--- config.mk ---
export PLATFORM = sky130hd
export DESIGN_NAME = mul_div_unit
export DESIGN_NICKNAME = d
export VERILOG_FILES = /design/src/rtl/mul_div_unit_pkg.sv /design/src/rtl/mul_div_unit_iter.sv /design/src/rtl/mul_div_unit.sv
export SDC_FILE = /design/constraint.sdc
export NUM_CORES = 1
export LEC_CHECK = 0
export CAP_MARGIN = 20
export CORE_UTILIZATION = 50
export CTS_CLUSTER_SIZE = 12
export DETAILED_ROUTE_END_ITERATION = 12
export PLACE_DENSITY = 0.67
export SLEW_MARGIN = 20
export SYNTH_ARGS = -nofsm -noshare
export SYNTH_HDL_FRONTEND = slang
export SYNTH_SLANG_ARGS = --single-unit
--- constraint.sdc ---
create_clock -name clk -period 8.8 [get_ports clk]
set_input_delay 1.76 -clock clk [delete_from_list [all_inputs] [get_ports clk]]
set_output_delay 1.76 -clock clk [all_outputs]
set_load 0.1 [all_outputs]
--- src/rtl/mul_div_unit_pkg.sv ---
// rtl/mul_div_unit_pkg.sv - shared constants for the multiply/divide unit
// Operation encodings, FSM state codes and opcode decode helpers.
package mul_div_unit_pkg;

    localparam int MD_WIDTH = 32;

    localparam logic [1:0] MD_MULT  = 2'b00;
    localparam logic [1:0] MD_MULTU = 2'b01;
    localparam logic [1:0] MD_DIV   = 2'b10;
    localparam logic [1:0] MD_DIVU  = 2'b11;

    localparam logic [1:0] ST_IDLE = 2'd0;
    localparam logic [1:0] ST_RUN  = 2'd1;
    localparam logic [1:0] ST_FIX  = 2'd2;

    function automatic logic op_is_div(input logic [1:0] op);
        return (op == MD_DIV) || (op == MD_DIVU);
    endfunction

    function automatic logic op_is_signed(input logic [1:0] op);
        return (op == MD_MULT) || (op == MD_DIV);
    endfunction

endpackage

--- src/rtl/mul_div_unit_iter.sv ---
// rtl/mul_div_unit_iter.sv - one combinational shift-add or restoring-divide step
// Operates on unsigned magnitudes held in a 2*WIDTH-bit accumulator.
module mul_div_unit_iter
    import mul_div_unit_pkg::*;
#(
    parameter int WIDTH = MD_WIDTH
) (
    input  logic                 is_div,
    input  logic [2*WIDTH-1:0]   acc_in,
    input  logic [WIDTH-1:0]     operand,
    output logic [2*WIDTH-1:0]   acc_out
);

    logic [WIDTH:0] add_sum;
    logic [WIDTH:0] trial;

    // Divide: upper half is the partial remainder, lower half shifts dividend out / quotient in.
    // The shifted remainder needs WIDTH+1 bits, so the trial subtract takes acc_in[2W-1:W-1].
    always_comb begin
        add_sum = {1'b0, acc_in[2*WIDTH-1:WIDTH]} + (acc_in[0] ? {1'b0, operand} : '0);
        trial   = acc_in[2*WIDTH-1:WIDTH-1] - {1'b0, operand};
        if (is_div) begin
            if (trial[WIDTH]) begin
                acc_out = {acc_in[2*WIDTH-2:0], 1'b0};
            end else begin
                acc_out = {trial[WIDTH-1:0], acc_in[WIDTH-2:0], 1'b1};
            end
        end else begin
            acc_out = {add_sum, acc_in[WIDTH-1:1]};
        end
    end

endmodule

--- src/rtl/mul_div_unit.sv ---
// rtl/mul_div_unit.sv - iterative multiply/divide unit with HI/LO registers
// IDLE latches magnitudes, RUN does WIDTH iterations, FIX applies signs and writes HI/LO.
module mul_div_unit
    import mul_div_unit_pkg::*;
#(
    parameter int WIDTH = MD_WIDTH
) (
    input  logic             clk,
    input  logic             rst,
    input  logic             start,
    input  logic [1:0]       op,
    input  logic [WIDTH-1:0] rs_data,
    input  logic [WIDTH-1:0] rt_data,
    input  logic             mthi,
    input  logic             mtlo,
    output logic             busy,
    output logic             done,
    output logic [WIDTH-1:0] hi,
    output logic [WIDTH-1:0] lo
);

    localparam int CNT_W = $clog2(WIDTH);

    logic [1:0]         state;
    logic [CNT_W-1:0]   count;
    logic [2*WIDTH-1:0] acc;
    logic [2*WIDTH-1:0] acc_next;
    logic [WIDTH-1:0]   operand;
    logic [WIDTH-1:0]   rs_latched;
    logic               is_div;
    logic               neg_q;
    logic               neg_r;
    logic               div_zero;

    logic               sgn;
    logic [WIDTH-1:0]   rs_mag;
    logic [WIDTH-1:0]   rt_mag;
    logic [2*WIDTH-1:0] product;
    logic [WIDTH-1:0]   quot;
    logic [WIDTH-1:0]   rem;

    always_comb begin
        sgn     = op_is_signed(op);
        rs_mag  = (sgn && rs_data[WIDTH-1]) ? -rs_data : rs_data;
        rt_mag  = (sgn && rt_data[WIDTH-1]) ? -rt_data : rt_data;
        product = neg_q ? -acc : acc;
        quot    = neg_q ? -acc[WIDTH-1:0] : acc[WIDTH-1:0];
        rem     = neg_r ? -acc[2*WIDTH-1:WIDTH] : acc[2*WIDTH-1:WIDTH];
    end

    mul_div_unit_iter #(.WIDTH(WIDTH)) u_iter (
        .is_div  (is_div),
        .acc_in  (acc),
        .operand (operand),
        .acc_out (acc_next)
    );

    assign busy = (state != ST_IDLE);

    always_ff @(posedge clk or posedge rst) begin
        if (rst) begin
            state      <= ST_IDLE;
            count      <= '0;
            acc        <= '0;
            operand    <= '0;
            rs_latched <= '0;
            is_div     <= 1'b0;
            neg_q      <= 1'b0;
            neg_r      <= 1'b0;
            div_zero   <= 1'b0;
            hi         <= '0;
            lo         <= '0;
            done       <= 1'b0;
        end else begin
            done <= 1'b0;
            case (state)
                ST_IDLE: begin
                    if (start) begin
                        operand    <= op_is_div(op) ? rt_mag : rs_mag;
                        acc        <= {{WIDTH{1'b0}}, (op_is_div(op) ? rs_mag : rt_mag)};
                        is_div     <= op_is_div(op);
                        neg_q      <= sgn && (rs_data[WIDTH-1] ^ rt_data[WIDTH-1]);
                        neg_r      <= sgn && rs_data[WIDTH-1];
                        div_zero   <= op_is_div(op) && (rt_data == '0);
                        rs_latched <= rs_data;
                        count      <= '0;
                        state      <= ST_RUN;
                    end else begin
                        if (mthi) hi <= rs_data;
                        if (mtlo) lo <= rs_data;
                    end
                end
                ST_RUN: begin
                    acc   <= acc_next;
                    count <= count + CNT_W'(1);
                    if (count == CNT_W'(WIDTH - 1)) state <= ST_FIX;
                end
                ST_FIX: begin
                    // Zero divisor still runs the full sequence; the result is forced here.
                    if (is_div) begin
                        if (div_zero) begin
                            hi <= rs_latched;
                            lo <= '1;
                        end else begin
                            hi <= rem;
                            lo <= quot;
                        end
                    end else begin
                        {hi, lo} <= product;
                    end
                    state <= ST_IDLE;
                    done  <= 1'b1;
                end
                default: state <= ST_IDLE;
            endcase
        end
    end

endmodule
==> results.rst <==
.. list-table::
   :header-rows: 1

   * - Metric
     - Value
   * - Result of the run
     - complete, no violations
   * - Synth cell count leaders
     - 338 x sky130_fd_sc_hd__nand2_1, 204 x sky130_fd_sc_hd__dfrtp_1, 203 x sky130_fd_sc_hd__o21ai_0
   * - Number of nets produced by synthesis
     - 2350
   * - Number of enable flip-flop cells after synthesis
     - 0
   * - Area Growth Syn to Fin
     - 13.7%
   * - Wire length of the first global-routing pass
     - 97500 µm
   * - FF-to-FF path depth
     - 13
   * - Hold WS
     - 0.474 ns
   * - Area leader, netlist
     - sky130_fd_sc_hd__dfrtp_1
   * - Final core utilization
     - 0.578
   * - Path class of the lowest-slack min-delay path
     - reg2reg
   * - GRT Resource Usage Total
     - 0.362
   * - Height of the die
     - 187 µm
   * - Crit path DAT
     - 4.97 ns
   * - Slew HR
     - 0.291
   * - Synthesized area divided by synthesized cell count
     - 7.74 µm²
   * - Final worst-path cycle share
     - 0.514
   * - End point of the most critical hold path
     - lo[19]
   * - Number of max-slew violations in the final report
     - 0
   * - Final hold violation count
     - 0
   * - Number of top-level pins
     - 137
   * - Number of antenna violations at the first check in global routing
     - 0
   * - Number of violations of the max-capacitance limit
     - 0
   * - Clock period minus final worst setup slack
     - 4.52 ns
   * - Unrepaired setup endpoints after global routing
     - no
   * - Sequential element share of the synthesized area
     - 0.299
   * - Final number of setup-violating endpoints
     - 0
   * - Type of destination of the critical path
     - flip-flop
   * - Maximum number of pins on one net before global-route repair
     - 96
   * - Hold-fix buffers, CTS
     - 0
   * - FILL cells
     - 3166
   * - Horizontal die dimension
     - 187 µm
   * - Inserted Clock Buffers
     - 26
   * - Most frequent cell after synthesis
     - sky130_fd_sc_hd__nand2_1
   * - Iteration-0 DRC count of the detailed router
     - 1920
   * - Critical Path RT
     - 9.24 ns
   * - Post-DP HPWL
     - 47100 µm
   * - Startpoint type of the worst setup path
     - flip-flop
   * - CP Buf/Inv Count
     - 2
   * - CTS Sinks
     - 204
   * - Clk root buf
     - sky130_fd_sc_hd__clkbuf_16
   * - Maximum level of the CTS H-tree
     - 1
   * - Ys flop type
     - sky130_fd_sc_hd__dfrtp_1
   * - Clock-pin slew on the worst setup and hold paths
     - 0.07 ns
   * - Asr flop ratio synth
     - 1.00
   * - Number of optimization iterations in the first detailed-route pass
     - 5
   * - Worst-path cell with the longest stage delay
     - sky130_fd_sc_hd__o21ai_0
   * - Number of design rule violations left after detail routing
     - 0
   * - ANT cells
     - 0
   * - Worst hold path depth
     - 2
   * - Cells along the critical path
     - inv_1 -> buf_4 -> nor2_1 -> ha_1 -> nand4_1 -> nor2_1 -> a32oi_1 -> a311oi_1 -> o21ai_0 -> o21ai_0 -> a2111oi_0 -> o21ai_0 -> o311a_1
   * - Total congestion overflow
     - 0
   * - Slew @ Worst Pin
     - 1.06 ns
   * - Fraction of final layout cells with drive strength greater than 1
     - 0.0483
   * - Core box area
     - 33600 µm²
   * - Vias/cell
     - 6.33
   * - Initial Utilization
     - 0.508
   * - Flops & latches, synth
     - 204
   * - Count of instances resized after the clock tree is built
     - 0
   * - Net count, final
     - 2384
   * - Post-CTS setup repair buffer count
     - 0
   * - Endpoint of the most critical register-to-register path
     - acc[63]
   * - Max Root-Sink Buffers
     - 3
   * - Origin of the critical flop-to-flop path
     - acc[0]
   * - Largest stage delay on the critical path
     - 0.61 ns
   * - Number of routed nets with antenna violations
     - 0
   * - Worst setup skew after layout
     - 0.0222 ns
   * - Number of cell rows
     - 67
   * - Top cells by area in the synthesized netlist
     - sky130_fd_sc_hd__dfrtp_1 30%, sky130_fd_sc_hd__nand2_1 7.4%, sky130_fd_sc_hd__o21ai_0 5.9%
   * - Insertion delay of the later-clocked pin in the worst-skew pair
     - 0.56 ns
   * - Post-Synthesis Cells
     - 2207
   * - Total die area
     - 34900 µm²
   * - Worst hold start
     - lo[19]
   * - Flop-to-flop setup slack
     - 4.28 ns
   * - Final Wtd Congestion
     - 0.969
   * - Number of warnings issued by yosys
     - 0
   * - Kind of critical path
     - reg2reg
   * - CP Max Fanout
     - 21
   * - Via count of the first global-routing pass
     - 15800
   * - Maximum frequency from static timing analysis
     - 221 MHz
   * - Average wire length per cell after detail routing
     - 23.7 µm
   * - Post-route cell area
     - 19400 µm²
   * - CTS tree
     - built
   * - Cell Area, Synth
     - 17100 µm²
   * - Port-buffer cells
     - 136
   * - Synth cell types
     - 91
   * - Sum of negative setup slack
     - 0 ns
   * - Placed Area
     - 18600 µm²
   * - Family of cells with the greatest summed delay on the critical path
     - compound AO/OA/AOI/OAI gates
   * - Peak supply drop
     - 311 µV
   * - Pwr Density
     - 476 nW/µm²
   * - Leakage dissipation
     - 8.10 nW
   * - Via count
     - 17100
   * - Top-area cell type share of the netlist area
     - 0.299
   * - Routed Wire Length
     - 64100 µm
   * - Critical path's most frequent cell
     - sky130_fd_sc_hd__o21ai_0
-- worst min-delay path, cell delays in order (launching register included) --
cell and delay [ns]:
sky130_fd_sc_hd__dfrtp_1 0.34, sky130_fd_sc_hd__nand2_1 0.05, sky130_fd_sc_hd__o21ai_0 0.06
-- where the power goes --
group,switching (mW),internal (mW),leakage [nW]
combinational,3.91,2.14,5.21
clock,0.441,0.614,0.413
sequential,0.736,1.40,2.47
-- metrics by stage --
| step | instances | total power [mW] | setup slack, ns |
|---|---|---|---|
| after floorplan | 2207 | 6.48 | 1.47 |
| after global placement | 2661 | 8.00 | 4.06 |
| after detailed placement | 2661 | 8.08 | 3.96 |
| after CTS | 2706 | 9.15 | 4.39 |
| after global routing | 2706 | 9.83 | 4.12 |
| final | 2706 | 9.25 | 4.28 |
-- cell type report --
| cell class | count | area [µm²] | area share |
|---|---|---|---|
| clock buffer | 39 | 790 | 0.0407 |
| timing repair buffer | 161 | 1540 | 0.0795 |
| tap | 448 | 561 | 0.0289 |
| inverter | 75 | 289 | 0.0149 |
| sequential | 204 | 5110 | 0.263 |
| multi-input combinational | 1773 | 11100 | 0.571 |
| clock inverter | 6 | 43.8 | 0.00226 |
-- registers in the layout, summed over array words and instances, names as in the netlist --
name	flops
neg_q	1
hi	32
state	2
lo	32
rs_latched	32
is_div	1
done	1
acc	64
count	5
operand	32
neg_r	1
div_zero	1
-- cells by family after synthesis --
group                      count (synthesis)  synth area share
DFF                                      204             0.299
muxes                                     64            0.0376
buffers and inverters                    230            0.0538
AOI/OAI and AO/OA                        714             0.261
xor gates and xnor gates                 177            0.0923
adders and majority gates                 72            0.0536
and+or+nand+nor                          746             0.202
-- routing by layer --
| metal | vias up | share of wire | track usage | routed length, µm |
|---|---|---|---|---|
| li1 | 8011 | - | - | - |
| met1 | 8214 | 0.44 | 0.518 | 28400 |
| met2 | 773 | 0.43 | 0.556 | 27800 |
| met3 | 123 | 0.084 | 0.0546 | 5370 |
| met4 | 0 | 0.040 | 0.126 | 2580 |
| met5 | - | 0 | 0 | 0 |
-- how the worst max path moves through the flow --
stage | startpoint | endpoint | slack, ns | cells past startpoint
4_1_cts | acc[0] | acc[63] | 4.39 | 13
5_1_grt | acc[0] | acc[61] | 4.12 | 13
6_report | acc[0] | acc[63] | 4.28 | 13
3_5_place_dp | rt_data[5] | operand[29] | 3.96 | 10
2_1_floorplan | rst | acc[0] | 1.47 | 1
3_3_place_gp | rt_data[5] | operand[23] | 4.06 | 10
-- placed cells by master (no fill, tap or decap), drive strengths merged, types with 15 or more instances in the layout --
master,Yosys,layout
nor3,35,35
o21a,17,17
o21ai,220,220
a21oi,165,165
nand4,15,15
or3,23,23
o211ai,39,39
o31ai,26,26
a21o,22,22
nor2,166,166
a22oi,19,19
nand3,38,38
nand2b,21,21
inv,73,72
clkdlybuf4s50,0,135
mux2i,62,62
clkbuf,124,39
dfrtp,204,204
or4,15,15
xnor2,113,113
xor2,64,64
ha,70,70
o22ai,44,44
nand2,339,339
a211oi,38,38
a31oi,23,23
or2,15,15
nor2b,16,16
buf,31,26
nor4,18,18
No activity file was read; power rests on OpenSTA's default activity.
